===== config.mk =====
export PLATFORM = sky130hd
export DESIGN_NAME = qif_neuron_array
export DESIGN_NICKNAME = d
export VERILOG_FILES = /design/src/rtl/qif_neuron_array.sv
export SDC_FILE = /design/constraint.sdc
export NUM_CORES = 1
export LEC_CHECK = 0
export CORE_ASPECT_RATIO = 0.8
export CORE_MARGIN = 2
export CORE_UTILIZATION = 45
export DETAILED_ROUTE_END_ITERATION = 6
export SETUP_SLACK_MARGIN = 0.2
export SLEW_MARGIN = 15
export SYNTH_ARGS = -nofsm -noshare
export SYNTH_HDL_FRONTEND = slang
export SYNTH_SLANG_ARGS = --single-unit

===== constraint.sdc =====
create_clock -name clk -period 15.8 [get_ports clk]
set_input_delay 3.16 -clock clk [delete_from_list [all_inputs] [get_ports clk]]
set_output_delay 3.16 -clock clk [all_outputs]
set_load 0.02 [all_outputs]

===== src/rtl/qif_neuron_array.sv =====
// Time-multiplexed array of quadratic integrate-and-fire neurons.
// One shared update engine walks the slots 0..N_NEURONS-1. Each neuron's
// membrane, bias and refractory state lives in its own cell instance.
// Spikes leave through a valid/ready handshake that stalls the engine
// while an event is pending and not yet accepted.

module qif_neuron_cell #(
  parameter int WIDTH   = 8,
  parameter int RW      = 2,
  parameter int V_RESET = -32
) (
  input  logic                    clk,
  input  logic                    rst,
  input  logic                    i_upd,
  input  logic signed [WIDTH-1:0] i_v_nxt,
  input  logic [RW-1:0]           i_r_nxt,
  input  logic                    i_cfg_we,
  input  logic signed [WIDTH-1:0] i_cfg_bias,
  output logic signed [WIDTH-1:0] o_v,
  output logic signed [WIDTH-1:0] o_b,
  output logic [RW-1:0]           o_r
);
  localparam logic signed [WIDTH-1:0] VRST = WIDTH'(V_RESET);

  logic signed [WIDTH-1:0] r_v;
  logic signed [WIDTH-1:0] r_b;
  logic [RW-1:0]           r_r;

  // Membrane and refractory state change only when the engine is on this slot
  always_ff @(posedge clk or posedge rst) begin
    if (rst) begin
      r_v <= VRST;
      r_r <= '0;
    end else if (i_upd) begin
      r_v <= i_v_nxt;
      r_r <= i_r_nxt;
    end
  end

  // Bias is written independently of the engine, including during stalls
  always_ff @(posedge clk or posedge rst) begin
    if (rst)           r_b <= '0;
    else if (i_cfg_we) r_b <= i_cfg_bias;
  end

  assign o_v = r_v;
  assign o_b = r_b;
  assign o_r = r_r;
endmodule

module qif_neuron_array #(
  parameter int WIDTH     = 8,
  parameter int N_NEURONS = 4,
  parameter int SQ_SHIFT  = 4,
  parameter int V_TH      = 96,
  parameter int V_RESET   = -32,
  parameter int REFRACT   = 3,
  parameter int AW        = (N_NEURONS > 2) ? $clog2(N_NEURONS) : 1
) (
  input  logic                    clk,
  input  logic                    rst,
  input  logic                    en,
  input  logic                    cfg_we,
  input  logic [AW-1:0]           cfg_addr,
  input  logic signed [WIDTH-1:0] cfg_bias,
  output logic                    spike_valid,
  input  logic                    spike_ready,
  output logic [AW-1:0]           spike_idx,
  output logic                    v_valid,
  output logic [AW-1:0]           v_idx,
  output logic signed [WIDTH-1:0] v_out
);
  // Sum is carried wide enough that V + (V*V >> k) + B can never wrap
  localparam int SW = 2*WIDTH + 2;
  localparam int RW = (REFRACT > 0) ? $clog2(REFRACT + 1) : 1;

  localparam logic signed [WIDTH-1:0] VRST  = WIDTH'(V_RESET);
  localparam logic signed [WIDTH-1:0] VTH   = WIDTH'(V_TH);
  localparam logic [RW-1:0]           RLOAD = RW'(REFRACT);
  localparam logic [AW-1:0]           LAST  = AW'(N_NEURONS - 1);

  localparam logic signed [SW-1:0] SAT_MAX = {{(SW-WIDTH+1){1'b0}}, {(WIDTH-1){1'b1}}};
  localparam logic signed [SW-1:0] SAT_MIN = {{(SW-WIDTH+1){1'b1}}, {(WIDTH-1){1'b0}}};

  typedef struct packed {
    logic              spike;
    logic [RW-1:0]     r;
    logic [WIDTH-1:0]  v;
  } upd_t;

  logic [N_NEURONS-1:0][WIDTH-1:0] w_v_all;
  logic [N_NEURONS-1:0][WIDTH-1:0] w_b_all;
  logic [N_NEURONS-1:0][RW-1:0]    w_r_all;

  logic [AW-1:0]           r_idx;
  logic                    r_spike_valid;
  logic [AW-1:0]           r_spike_idx;
  logic                    r_v_valid;
  logic [AW-1:0]           r_v_idx;
  logic signed [WIDTH-1:0] r_v_out;

  logic                    w_exec;
  logic signed [WIDTH-1:0] w_v_cur;
  logic signed [WIDTH-1:0] w_b_cur;
  logic [RW-1:0]           w_r_cur;
  logic signed [SW-1:0]    w_v_ext;
  logic signed [SW-1:0]    w_b_ext;
  logic signed [SW-1:0]    w_sq;
  logic signed [SW-1:0]    w_sum;
  logic signed [WIDTH-1:0] w_sat;
  upd_t                    w_upd;

  // A pending, unaccepted spike freezes the engine
  assign w_exec = en & ~(r_spike_valid & ~spike_ready);

  assign w_v_cur = $signed(w_v_all[r_idx]);
  assign w_b_cur = $signed(w_b_all[r_idx]);
  assign w_r_cur = w_r_all[r_idx];

  assign w_v_ext = {{(SW-WIDTH){w_v_cur[WIDTH-1]}}, w_v_cur};
  assign w_b_ext = {{(SW-WIDTH){w_b_cur[WIDTH-1]}}, w_b_cur};
  assign w_sq    = (w_v_ext * w_v_ext) >>> SQ_SHIFT;
  assign w_sum   = w_v_ext + w_sq + w_b_ext;

  // Clamp the wide sum back into the membrane range
  always_comb begin
    w_sat = w_sum[WIDTH-1:0];
    if (w_sum > SAT_MAX)      w_sat = SAT_MAX[WIDTH-1:0];
    else if (w_sum < SAT_MIN) w_sat = SAT_MIN[WIDTH-1:0];
  end

  // Next state of the current slot: refractory hold, spike, or integrate
  always_comb begin
    w_upd.spike = 1'b0;
    w_upd.r     = '0;
    w_upd.v     = w_sat;
    if (w_r_cur != '0) begin
      w_upd.r = w_r_cur - 1'b1;
      w_upd.v = VRST;
    end else if (w_sat >= VTH) begin
      w_upd.spike = 1'b1;
      w_upd.r     = RLOAD;
      w_upd.v     = VRST;
    end
  end

  genvar g;
  generate
    for (g = 0; g < N_NEURONS; g++) begin : g_cell
      qif_neuron_cell #(
        .WIDTH   (WIDTH),
        .RW      (RW),
        .V_RESET (V_RESET)
      ) u_cell (
        .clk        (clk),
        .rst        (rst),
        .i_upd      (w_exec && (r_idx == AW'(g))),
        .i_v_nxt    (w_upd.v),
        .i_r_nxt    (w_upd.r),
        .i_cfg_we   (cfg_we && (cfg_addr == AW'(g))),
        .i_cfg_bias (cfg_bias),
        .o_v        (w_v_all[g]),
        .o_b        (w_b_all[g]),
        .o_r        (w_r_all[g])
      );
    end
  endgenerate

  // Slot sequencer, wraps after the last neuron
  always_ff @(posedge clk or posedge rst) begin
    if (rst)         r_idx <= '0;
    else if (w_exec) r_idx <= (r_idx == LAST) ? '0 : r_idx + 1'b1;
  end

  // Spike event register: a new spike wins over clearing on acceptance
  always_ff @(posedge clk or posedge rst) begin
    if (rst) begin
      r_spike_valid <= 1'b0;
      r_spike_idx   <= '0;
    end else if (w_exec && w_upd.spike) begin
      r_spike_valid <= 1'b1;
      r_spike_idx   <= r_idx;
    end else if (r_spike_valid && spike_ready) begin
      r_spike_valid <= 1'b0;
    end
  end

  // Membrane monitor, one cycle behind the executing slot
  always_ff @(posedge clk or posedge rst) begin
    if (rst) begin
      r_v_valid <= 1'b0;
      r_v_idx   <= '0;
      r_v_out   <= VRST;
    end else begin
      r_v_valid <= w_exec;
      if (w_exec) begin
        r_v_idx <= r_idx;
        r_v_out <= w_upd.v;
      end
    end
  end

  assign spike_valid = r_spike_valid;
  assign spike_idx   = r_spike_idx;
  assign v_valid     = r_v_valid;
  assign v_idx       = r_v_idx;
  assign v_out       = r_v_out;
endmodule

Word level (Yosys, flattened, before mapping). Index checks and enable logic that the tools add are counted.

Bits in registers: 88. Output and inout bits: 14. Logic and storage cells: 65.

Add/sub/neg operators: 4. Multiply operators: 1. Magnitude comparators: 4. Eq/ne operators: 6. Mux-type cells: 14. Bitwise operators: 4. Reduce and logical (&&, ||, !) cells: 14.

Operator list (count): $bmux 8 s2 (2); $mux 8 (4); $mul 8x8->16 (1); $add 13x8->14 (1); $gt 14x8->1 const B (1); $lt 14x8->1 const B (1); $add 8x12->13 (1); $mux 11 (1); $logic_and 1x1->1 (10); $mux 10 (1); $eq 2x2->1 const B (4); $ge 8x8->1 const B (1); $bmux 2 s2 (1); $eq 2x1->1 const B (2); $logic_not 2->1 (2); $mux 2 (2); $reduce_bool 2->1 (2); $lt 2x3->1 const B (1); $mux 1 (3); $add 2x1->2 const B (1); $and 1x1->1 (2); $not 1->1 (2); $sub 2x1->2 const B (1).

Depth between registers and ports, before layout. Gate-level depths: netlist of the first run.

Depth in word-level cells: 13. Depth in mapped cells: 32. Depth with buffers taken out: 29.

Cells and area by module. A second synthesis of the first run with hierarchy kept.

Cells, all modules: 617. Area, all modules: 7305.8 um^2.

By module, submodules not included: qif_neuron_array (times used 1, cells an instance 461, area each 4302.9 um^2, sequential area each 404.1 um^2); qif_neuron_cell (times used 4, cells an instance 39, area each 750.7 um^2, sequential area each 454.2 um^2).

Least setup slack after synthesis of the first run. No wires, ideal clock.

Path kind: register -> register. Start: reg r_idx[0]. End: reg g_cell[0].u_cell.r_v[4]. Library setup time: 0.095 ns. Arrival: 7.920 ns. Path slack: 7.784 ns. Stages on the path, launching flop included: 28. Path buffers: 2. Path through: dfrtp_1 > buf_2 > mux4_2 > inv_1 > nor2_1 > fa_1 > inv_1 > fa_1 > fa_1 > fa_1 > inv_1 > ha_1 > nand3_1 > nand2_1 > a41oi_1 > and2_1 > xor2_1 > fa_1 > inv_1 > ha_1 > a21oi_2 > a21boi_0 > o221a_2 > o211ai_1 > or4_4 > mux2_4 > buf_6 > o31ai_1.

Cells in the longest elaborated chain, start to end: 11. Elaborated cells on any way between the ends: 19.

RTL lines: start: declaration (RTL line 95) `logic [AW-1:0] r_idx;`; start signal: assignment (RTL line 172) `else if (w_exec) r_idx <= (r_idx == LAST) ? '0 : r_idx + 1'b1;`; $bmux 8 s2 (RTL line 116) `assign w_v_cur = $signed(w_v_all[r_idx]);`; $mux 8 (not written as such) (RTL line 116); $mul 8x8->16 (RTL line 122) `assign w_sq = (w_v_ext * w_v_ext) >>> SQ_SHIFT;`; $add 8x12->13 (RTL line 123) `assign w_sum = w_v_ext + w_sq + w_b_ext;`; $add 13x8->14 (RTL line 123); $lt 14x8->1 (RTL line 129) `else if (w_sum < SAT_MIN) w_sat = SAT_MIN[WIDTH-1:0];`; $mux 8 (RTL line 129); $mux 8 (RTL line 128) `if (w_sum > SAT_MAX) w_sat = SAT_MAX[WIDTH-1:0];`; $ge 8x8->1 (RTL line 140) `end else if (w_sat >= VTH) begin`; $mux 11 (RTL line 140); $mux 10 (RTL line 137) `if (w_r_cur != '0) begin`; end signal: assignment (RTL line 35) `r_v <= i_v_nxt;`; end: declaration (RTL line 25) `logic signed [WIDTH-1:0] r_v;`.

Parallel ways exist; a longest one is shown, timed or not. The select of a mux whose other input is x is not followed. A chain may end at the register's enable or synchronous reset.

Final worst setup path of the first run.
Start: reg r_idx[0]. End: reg g_cell[3].u_cell.r_v[0].

Cells in the longest elaborated chain, start to end: 11. Elaborated cells on any way between the ends: 19.

RTL lines (RTL line): $bmux 8 s2 (116); $mux 8 (not written as such) (116); $mul 8x8->16 (122); $add 8x12->13 (123); $add 13x8->14 (123); $lt 14x8->1 (129); $mux 8 (129); $mux 8 (128); $ge 8x8->1 (140); $mux 11 (140); $mux 10 (137); end signal: assignment (35); end: declaration (25).

Parallel ways exist; a longest one is shown, timed or not. The select of a mux whose other input is x is not followed.

==> reports/results.ini, run 1 <==
[outcome]
status=finished, final reports clean

[timing]
setup_viol=0
slew-limit-headroom_pct=47.8
min_period_ps=8860
fin_tns_setup_ps=0
finClkSkew_ps=8.76
fin_crit_sh_pct=56.1
slew_viol_final=0
grt_setup_unrepaired=false
timing.fmax_mhz=113
finalHoldViolations=0
worst_slack_ps=6940
worstMarginPinSlew_ps=782

[logic_synthesis]
post_synth.cell_area_avg_sq_um=10.3
syn_nets=786
seq_area_frac_synth_pct=31.9
synthCells=673
post_synth_num_cell_types=55
synth-seq-cells=88
ys.flop_type=dfrtp_1
synthArstFlopShare_pct=100
synth-edff-count=0
ys_warn_count=0
syn_area_sq_um=6960

[placement]
dpl-instance-area_sq_um=7440
dp_slack_ps=6920
portBuffers=28
dp.final_hpwl_um=12100
gp_congestion=0.945

[route]
drt-vias-per-instance=5.42
dr.pass1.iters=6
avgRoutedWirePerCell_um=17.3
vias=4921
drt_iter0_drc=307
drtAntennaViolNets=0
wirelength_um=15700
drcViolationCount=0

[floorplanning]
core_sq_um=15100
die-area_sq_um=16500
fp.dieW_um=143
initial_utilization_pct=46.2
ios=29
fp-row-count=40
dieHeight_um=115

[finish]
n_fill_cell=1365
drive_gt1_share_pct=14.3
diodes=0
final_cell_area_sq_um=7730
final_nets=806
area_growth_pct=11.1
mostFrequentLayoutCell=inv_1
layout_common_cells=inv_1 (94), nand2_1 (75), dfrtp_1 (73)

[clock_tree]
holdBufCountCts=0
cts.sinks=88
postCtsResizedCells=0
cts_tree=built
clkSlewWorstSetupHoldPaths_ps=60
clk_latency_ps=350
root_buffer=clkbuf_16
post_cts_buffers=0
cts_buffer_depth=2
cts_buffers=9
cts-htree-levels=3

[global_routing]
overflow=0
grt_max_degree=89
antenna_found_initial=0
grt_pass1_wl_um=26700
grt_pass1_vias=5182
grt_usage_pct=20.9

[critical_path]
slowest_stage=mux4_2
arrival_ps=9090
critPathMaxStageDelay_ps=730
r2r-start=r_idx[0]$_DFFE_PP0P_
worstSetupStartpoint=r_idx[0]$_DFFE_PP0P_
reg2regPathDepth=25
crit_top_cell=fa_1
cp_max_fo=25
critPathKind=reg -> reg
worst_setup_path_start_kind=register
cp.required_ps=16020
critPathCaptureType=register

[run]
max-cap-violations=0

[hold_path]
min_from=g_cell[3].u_cell.o_r[0]$_DFFE_PP0P_
holdPathStages=2
min_path_type=reg -> reg

## stage by stage
| stage | hold WS, ps | util, % | instances |
|---|---|---|---|
| floorplan | 438 | - | 673 |
| global placement | 453 | 49.4 | 892 |
| detailed placement | 467 | 49.4 | 892 |
| CTS | 481 | 51.3 | 908 |
| global route | 506 | 51.3 | 908 |
| finish | 478 | 51.3 | 908 |
## worst paths after layout
| path | endpoint | slack [ps] |
|---|---|---|
| min in group asynchronous | r_idx[1]$_DFFE_PP0P_ | 3330 |
| min | g_cell[3].u_cell.o_r[0]$_DFFE_PP0P_ | 480 |
| max in group asynchronous | g_cell[3].u_cell.o_v[1]$_DFFE_PP0P_ | 11920 |
| max | g_cell[3].u_cell.o_v[0]$_DFFE_PP0P_ | 6940 |
| max reg2reg | g_cell[3].u_cell.o_v[0]$_DFFE_PP0P_ | 6940 |
| min reg2reg | g_cell[3].u_cell.o_r[0]$_DFFE_PP0P_ | 480 |
## cell usage after synthesis, drive strengths merged, types with 7 or more instances
cell / count / area (sq um)
inv: 95 / 357
nand2: 75 / 282
dfrtp: 73 / 1830
fa: 53 / 1060
ha: 45 / 563
o21ai: 38 / 194
mux2: 37 / 420
nand3: 21 / 105
a21oi: 19 / 98.9
and2: 18 / 113
nor2: 18 / 67.6
mux4: 17 / 383
dfstp: 15 / 394
xnor2: 15 / 131
buf: 14 / 61.3
o31ai: 11 / 82.6
o22a: 10 / 87.6
xor2: 10 / 87.6
clkbuf: 9 / 33.8
and3: 8 / 50.1
a21o: 7 / 52.6
## state kept, by name (all words and copies together), names as in the netlist
signal and flops:
g_cell.u_cell.o_r 8, spike_idx 2, r_idx 2, g_cell.u_cell.o_v 32, v_out 8, g_cell.u_cell.o_b 32
v_idx 2, spike_valid 1, v_valid 1
## layout make-up
type	instances	area (sq um)	area share [%]
clock inverters	2	12.5	0.162
clock buffers	14	274	3.54
flip-flops and latches	88	2220	28.7
multi-input cells	467	4290	55.5
well taps	210	263	3.40
repair buffers	32	314	4.06
inverters	95	358	4.63
## kinds of logic (layout without fill, tap and decap cells)
| family | after synthesis | after routing | share of synthesized area, % |
|---|---|---|---|
| buffers and inverters | 118 | 143 | 6.49 |
| AND/OR/NAND/NOR | 162 | 162 | 10.9 |
| AO/OA/AOI/OAI | 126 | 126 | 12.4 |
| multiplexers | 56 | 56 | 11.8 |
| flip-flops | 88 | 88 | 31.9 |
| adder cells (fa/ha/maj) | 98 | 98 | 23.3 |
| XOR/XNOR | 25 | 25 | 3.14 |
## critical path: cells and delay by family, from the launching register on
| kind | cells | cell delay, ps |
|---|---|---|
| adder cells (fa/ha/maj) | 7 | 3340 |
| AO/OA/AOI/OAI | 6 | 1610 |
| AND/OR/NAND/NOR | 5 | 1150 |
| multiplexers | 2 | 1130 |
| buffers and inverters | 4 | 670 |
| flip-flops | 1 | 620 |
| XOR/XNOR | 1 | 180 |
## metal layers
layer  track usage (%)  part of all wire [%]
met1              30.4                    48
met2              33.2                    47
met3              2.75                   4.3
met4              5.87                   1.2
met5                 0                     0
Power of run 1 is not shown: default switching activity piles up to over one toggle a cycle in this logic, so the estimate is an artifact.
==> inputs of run 2 (changes only) <==
==> constraint.sdc (replaced) <==
create_clock -name clk -period 8.6 [get_ports clk]
set_input_delay 1.72 -clock clk [delete_from_list [all_inputs] [get_ports clk]]
set_output_delay 1.72 -clock clk [all_outputs]
set_load 0.02 [all_outputs]
==> run 2 against run 1 <==
Compared with the run above:
- critical path depth fell by 1
- design area rose by 3.2%
- clock skew fell by 1.6 ps
- sequential share of layout area fell by 0.85 points
- non-clock buffer count rose by 15
- core utilization rose by 1.6 points
- clock-buffer cell count fell by 4
- hold slack got worse by 5.2 ps
- wire length rose by 0.56%
- global-route usage fell by 0.56 points
- register-to-register slack got worse by 6300 ps
- critical path type unchanged
==> reports/results.ini, run 2 (synthesized netlist as in run 1, its figures left out) <==
[outcome]
status=finished, final reports clean

[global_routing]
antenna_found_initial=0  ; unchanged
overflow=0  ; unchanged
grt_pass1_vias=5277  ; +1.8%
grt_pass1_wl_um=26200  ; -1.8%
grt_max_degree=89  ; unchanged
grt_usage_pct=20.4  ; -0.56 points

[floorplanning]
initial_utilization_pct=46.2  ; unchanged
fp-row-count=40  ; unchanged
dieHeight_um=115  ; unchanged
fp.dieW_um=143  ; unchanged
core_sq_um=15100  ; unchanged
ios=29  ; unchanged
die-area_sq_um=16500  ; unchanged

[route]
dr.pass1.iters=5  ; -1
avgRoutedWirePerCell_um=17.1  ; -1.4%
drtAntennaViolNets=0  ; unchanged
drt_iter0_drc=308  ; +0.33%
drt-vias-per-instance=5.47  ; +0.95%
wirelength_um=15800  ; +0.56%
drcViolationCount=0  ; unchanged
vias=5066  ; +2.9%

[clock_tree]
cts_buffers=9  ; unchanged
root_buffer=clkbuf_16
cts_tree=built
holdBufCountCts=0  ; unchanged
clk_latency_ps=350  ; about the same
clkSlewWorstSetupHoldPaths_ps=60  ; about the same
cts.sinks=88  ; unchanged
cts_buffer_depth=2  ; unchanged
cts-htree-levels=3  ; unchanged

[critical_path]
path_cells=buf_4 -> mux4_2 -> and2_1 -> fa_2 -> inv_1 -> fa_1 -> fa_1 -> fa_1 -> inv_1 -> ha_1 -> or2_2 -> a21oi_1 -> a21oi_1 -> xnor2_1 -> fa_1 -> inv_1 -> ha_1 -> a21oi_2 -> nand2_1 -> a2111oi_1 -> nor3_1 -> or4_4 -> mux2_4 -> o41ai_1
critPathKind=reg -> reg
critPathCaptureType=register
critPathMaxStageDelay_ps=640  ; -90 ps
cp_max_fo=13  ; -48%
worst_setup_path_start_kind=register
worstSetupStartpoint=r_idx[0]$_DFFE_PP0P_
worstSetupEndpoint=g_cell[1].u_cell.o_v[0]$_DFFE_PP0P_
ff2ff_setup_slack_ps=610  ; -6330 ps
slowest_stage=fa_2
crit_family=adder cells
crit_top_cell=fa_1
cp.required_ps=8830  ; -7190 ps
path_depth=24  ; -4.0%
r2r-end=g_cell[1].u_cell.o_v[0]$_DFFE_PP0P_
reg2regPathDepth=24  ; -4.0%
r2r-start=r_idx[0]$_DFFE_PP0P_
critPathBufInv=4  ; unchanged
arrival_ps=8220  ; -870 ps

[finish]
n_fill_cell=1370  ; +0.37%
mostFrequentLayoutCell=inv_1
regArea_sq_um=2220  ; +0.11%
diodes=0  ; unchanged
area_growth_pct=14.6
layout_common_cells=inv_1 (90), nand2_1 (75), dfrtp_1 (71)
multi_input_area_sq_um=4400  ; +2.4%
final_nets=824  ; +2.2%
drive_gt1_share_pct=18.2  ; +3.8 points

[placement]
gp_congestion=0.916  ; -3.1%
portBuffers=28  ; unchanged
dp.final_hpwl_um=11800  ; -2.8%

[timing]
worstMarginPinSlew_ps=772  ; -10.1 ps
slew-limit-headroom_pct=48.5  ; +0.68 points
min_period_ps=7990  ; -875 ps
slew_viol_final=0  ; unchanged
hold_slack_ps=473  ; -5.21 ps
setup_viol=0  ; unchanged
finClkSkew_ps=7.14  ; -1.61 ps
grt_setup_unrepaired=false
finalHoldViolations=0  ; unchanged
fin_crit_sh_pct=92.9  ; +37 points
timing.fmax_mhz=125  ; +11%

[run]
max-cap-violations=0  ; unchanged

[hold_path]
min_path_type=reg -> reg

[run 2: cell types whose count changed in the layout (fill, tap and decap cells not counted), sizes merged]
| cell | previous run | this run |
|---|---|---|
| buf | 4 | 19 |
| clkbuf | 14 | 10 |
| clkinvlp | 1 | 4 |
| clkinv | 2 | 4 |
| inv | 94 | 92 |
| mux4 | 17 | 19 |
| bufinv | 0 | 1 |
| mux2 | 37 | 38 |
[run 2: tightest hold or removal path, stage by stage, from the launching register on]
cell	delay, ps
dfstp_2	370
nand2_1	40
o21ai_0	60
[run 2: worst min path at each step]
stage,startpoint,end,slack (ps),cells past startpoint
after global placement,g_cell[0].u_cell.o_r[0]$_DFFE_PP0P_,g_cell[0].u_cell.o_r[0]$_DFFE_PP0P_,460,2
after floorplan,g_cell[2].u_cell.o_v[0]$_DFFE_PP0P_,g_cell[2].u_cell.o_v[0]$_DFFE_PP0P_,440,2
after global routing,g_cell[2].u_cell.o_v[0]$_DFFE_PP0P_,g_cell[2].u_cell.o_v[0]$_DFFE_PP0P_,500,2
after detailed placement,g_cell[2].u_cell.o_v[0]$_DFFE_PP0P_,g_cell[2].u_cell.o_v[0]$_DFFE_PP0P_,470,2
after CTS,g_cell[2].u_cell.o_v[7]$_DFFE_PP1P_,g_cell[2].u_cell.o_v[7]$_DFFE_PP1P_,480,2
final,g_cell[2].u_cell.o_v[7]$_DFFE_PP1P_,g_cell[2].u_cell.o_v[7]$_DFFE_PP1P_,470,2
[run 2: metal layers]
metal | routed length [um] | global-route usage, %
met1 | 7740 | 29.2
met2 | 7090 | 31.8
met3 | 746 | 3.92
met4 | 255 | 5.81
met5 | 0 | 0
[run 2: layout make-up]
type	count	share of cell area, %
Clock inverter	6	0.831
Inverter	95	4.67
Sequential cell	88	27.9
Timing Repair Buffer	47	5.35
Clock buffer	10	2.87
Tap cell	210	3.29
Multi-Input combinational cell	470	55.1
[run 2: per-stage QoR]
stage	setup WS (ps)	setup TNS [ps]	instance area, sq um	utilization [%]	cells
6_report	612	0	7980	52.9	926
5_1_grt	206	0	7980	52.9	926
4_1_cts	225	0	7800	51.8	916
3_5_place_dp	-20.3	-20.3	7490	49.7	898
3_3_place_gp	182	0	7490	49.7	898
2_1_floorplan	584	0	6960	-	673
[run 2: repair_timing]
action                                  4_1_cts  5_1_grt
pin swaps                                     0        0
endpoints found under the setup margin       25       51
cloned                                        0        3
resized for setup                             3       17
buffers inserted                              2        7
Power of run 2 is left out for the same reason.
==> inputs of run 3 (changes only) <==
--- a/config.mk
+++ b/config.mk
@@ -9,7 +9,6 @@
 export CORE_MARGIN = 2
 export CORE_UTILIZATION = 45
 export DETAILED_ROUTE_END_ITERATION = 6
-export SETUP_SLACK_MARGIN = 0.2
 export SLEW_MARGIN = 15
 export SYNTH_ARGS = -nofsm -noshare
 export SYNTH_HDL_FRONTEND = slang
==> run 3 against run 2 <==
Compared with the run above:
- largest cell class unchanged
- non-clock buffer count stayed put
- hold slack better by 0.63 ps
- via count is 2.5% lower
- clock-buffer cell count stayed put
- wire length is 4.6% lower
- die area stayed put
==> reports/results.ini, run 3 (synthesized netlist as in run 1, its figures left out) <==
[floorplanning]
initial_utilization_pct=46.2  ; unchanged
ios=29  ; unchanged
dieHeight_um=115  ; unchanged
fp.dieW_um=143  ; unchanged
core_sq_um=15100  ; unchanged
die-area_sq_um=16500  ; unchanged
fp-row-count=40  ; unchanged

[clock_tree]
clk_latency_ps=350  ; about the same
cts-htree-levels=3  ; unchanged
cts_buffers=9  ; unchanged
holdBufCountCts=0  ; unchanged
root_buffer=clkbuf_16
cts_buffer_depth=2  ; unchanged
clkSlewWorstSetupHoldPaths_ps=60  ; about the same
cts_tree=built
cts.sinks=88  ; unchanged

[global_routing]
grt.met3_usage_pct=3.92  ; unchanged
overflow=0  ; unchanged
use_met1_pct=29.3  ; +0.11 points
busiest_layer=met2
grt_pass1_wl_um=26200  ; about the same
grt_pass1_vias=5268  ; -0.17%
grt_usage_pct=20.4  ; about the same
antenna_found_initial=0  ; unchanged
grt_max_degree=89  ; unchanged
met2_usage_pct=31.7  ; -0.064 points

[critical_path]
worst_setup_path_start_kind=register
worstSetupStartpoint=r_idx[0]$_DFFE_PP0P_
cp.required_ps=8830  ; about the same
r2r-start=r_idx[0]$_DFFE_PP0P_
cp_max_fo=25  ; +12
worstSetupEndpoint=g_cell[2].u_cell.o_v[0]$_DFFE_PP0P_
reg2regPathDepth=24  ; unchanged
ff2ff_setup_slack_ps=440  ; -170 ps
critPathCaptureType=register
arrival_ps=8390  ; +170 ps
critPathKind=reg -> reg
r2r-end=g_cell[2].u_cell.o_v[0]$_DFFE_PP0P_

[placement]
gp_congestion=0.916  ; unchanged
dp.cells=898  ; unchanged
dp.final_hpwl_um=11800  ; unchanged
portBuffers=28  ; unchanged

[timing]
fin_tns_setup_ps=0  ; unchanged
fin_crit_sh_pct=94.9  ; +2.0 points
setup_viol=0  ; unchanged
finClkSkew_ps=6.40  ; -0.748 ps
min_period_ps=8160  ; +174 ps
worstMarginPinSlew_ps=769  ; -2.86 ps
slew-limit-headroom_pct=48.7  ; +0.19 points
grt_setup_unrepaired=false
slew_viol_final=0  ; unchanged
finalHoldViolations=0  ; unchanged
timing.fmax_mhz=123  ; -2.1%

[finish]
area_growth_pct=13.4
diodes=0  ; unchanged
mostFrequentLayoutCell=inv_1
fin_cells=923  ; -0.32%
layout_common_cells=inv_1 (92), nand2_1 (75), dfrtp_1 (71)
final_nets=821  ; -0.36%
drive_gt1_share_pct=17.3  ; -0.91 points
final_core_util_pct=52.4  ; -0.53 points

[outcome]
status=finished, final reports clean

[run]
max-cap-violations=0  ; unchanged

[hold_path]
min_path_type=reg -> reg
holdPathStages=2  ; unchanged

[route]
avgRoutedWirePerCell_um=16.4  ; -4.3%
dr.pass1.iters=5  ; unchanged
wirelength_um=15100  ; -4.6%
vias=4939  ; -2.5%
drtAntennaViolNets=0  ; unchanged
drt-vias-per-instance=5.35  ; -2.2%
drcViolationCount=0  ; unchanged
drt_iter0_drc=271  ; -12%

-- run 3: changes by cell type in the layout (fill, tap and decap cells not counted), moves of 2 or more --
cell / previous run / this run
clkinvlp_4: 4 / 2
o21ai_1: 2 / 0
a21oi_2: 2 / 0
a2111oi_1: 2 / 0
a21oi_1: 16 / 18
mux4_1: 2 / 0
inv_1: 90 / 92
o21ai_0: 35 / 37
a2111oi_0: 0 / 2
-- run 3: layer usage --
metal	routed length, um	up-vias
li1	-	2373
met4	176	0
met5	0	-
met3	715	18
met2	6850	112
met1	7360	2436
-- run 3: final cells by class --
cell class	instances	area [sq um]
tap	210	263
multi-input combinational	467	4310
timing repair buffer	47	439
clock buffer	10	229
sequential	88	2220
inverter	95	365
fill	1377	7170
clock inverter	6	66.3
-- run 3: worst min path at each step --
stage                                              from                                  end  slack [ps]
finish              g_cell[2].u_cell.o_v[7]$_DFFE_PP1P_  g_cell[2].u_cell.o_v[7]$_DFFE_PP1P_         470
CTS                 g_cell[2].u_cell.o_v[7]$_DFFE_PP1P_  g_cell[2].u_cell.o_v[7]$_DFFE_PP1P_         480
global route                       v_out[7]$_DFFE_PP1P_                 v_out[7]$_DFFE_PP1P_         510
floorplan           g_cell[2].u_cell.o_v[0]$_DFFE_PP0P_  g_cell[2].u_cell.o_v[0]$_DFFE_PP0P_         440
global placement    g_cell[0].u_cell.o_r[0]$_DFFE_PP0P_  g_cell[0].u_cell.o_r[0]$_DFFE_PP0P_         460
detailed placement  g_cell[2].u_cell.o_v[0]$_DFFE_PP0P_  g_cell[2].u_cell.o_v[0]$_DFFE_PP0P_         470
-- run 3: worst max-delay path, cell delays in order (launching register included) --
cell and delay, ps:
dfrtp_2 470, buf_4 140, mux4_2 620, clkinvlp_4 210
nand2_1 100, fa_1 530, inv_1 50, fa_1 520
fa_1 530, fa_1 500, ha_1 360, nand2_1 60
o21ai_0 220, a41oi_1 180, and2_1 200, xor2_1 150
fa_1 480, inv_1 40, ha_1 390, xor2_1 200
a2111oi_0 530, o211ai_1 170, or4_4 590, mux2_4 400
o41ai_1 360
-- run 3: metrics by stage --
stage | setup slack (ps) | hold WS (ps) | instance area (sq um)
after floorplan | 584 | 438 | 6960
after global placement | 182 | 458 | 7490
after detailed placement | -20.3 | 468 | 7490
after CTS | 102 | 479 | 7780
after global routing | 5.19 | 508 | 7900
final | 437 | 474 | 7900
-- run 3: repair_timing --
| action | 4_1_cts | 5_1_grt |
|---|---|---|
| setup endpoints to repair | 2 | 41 |
| buffers inserted | 0 | 9 |
| resized for setup | 1 | 8 |
| hold endpoints to repair | 0 | 0 |
Power of run 3 is left out for the same reason.
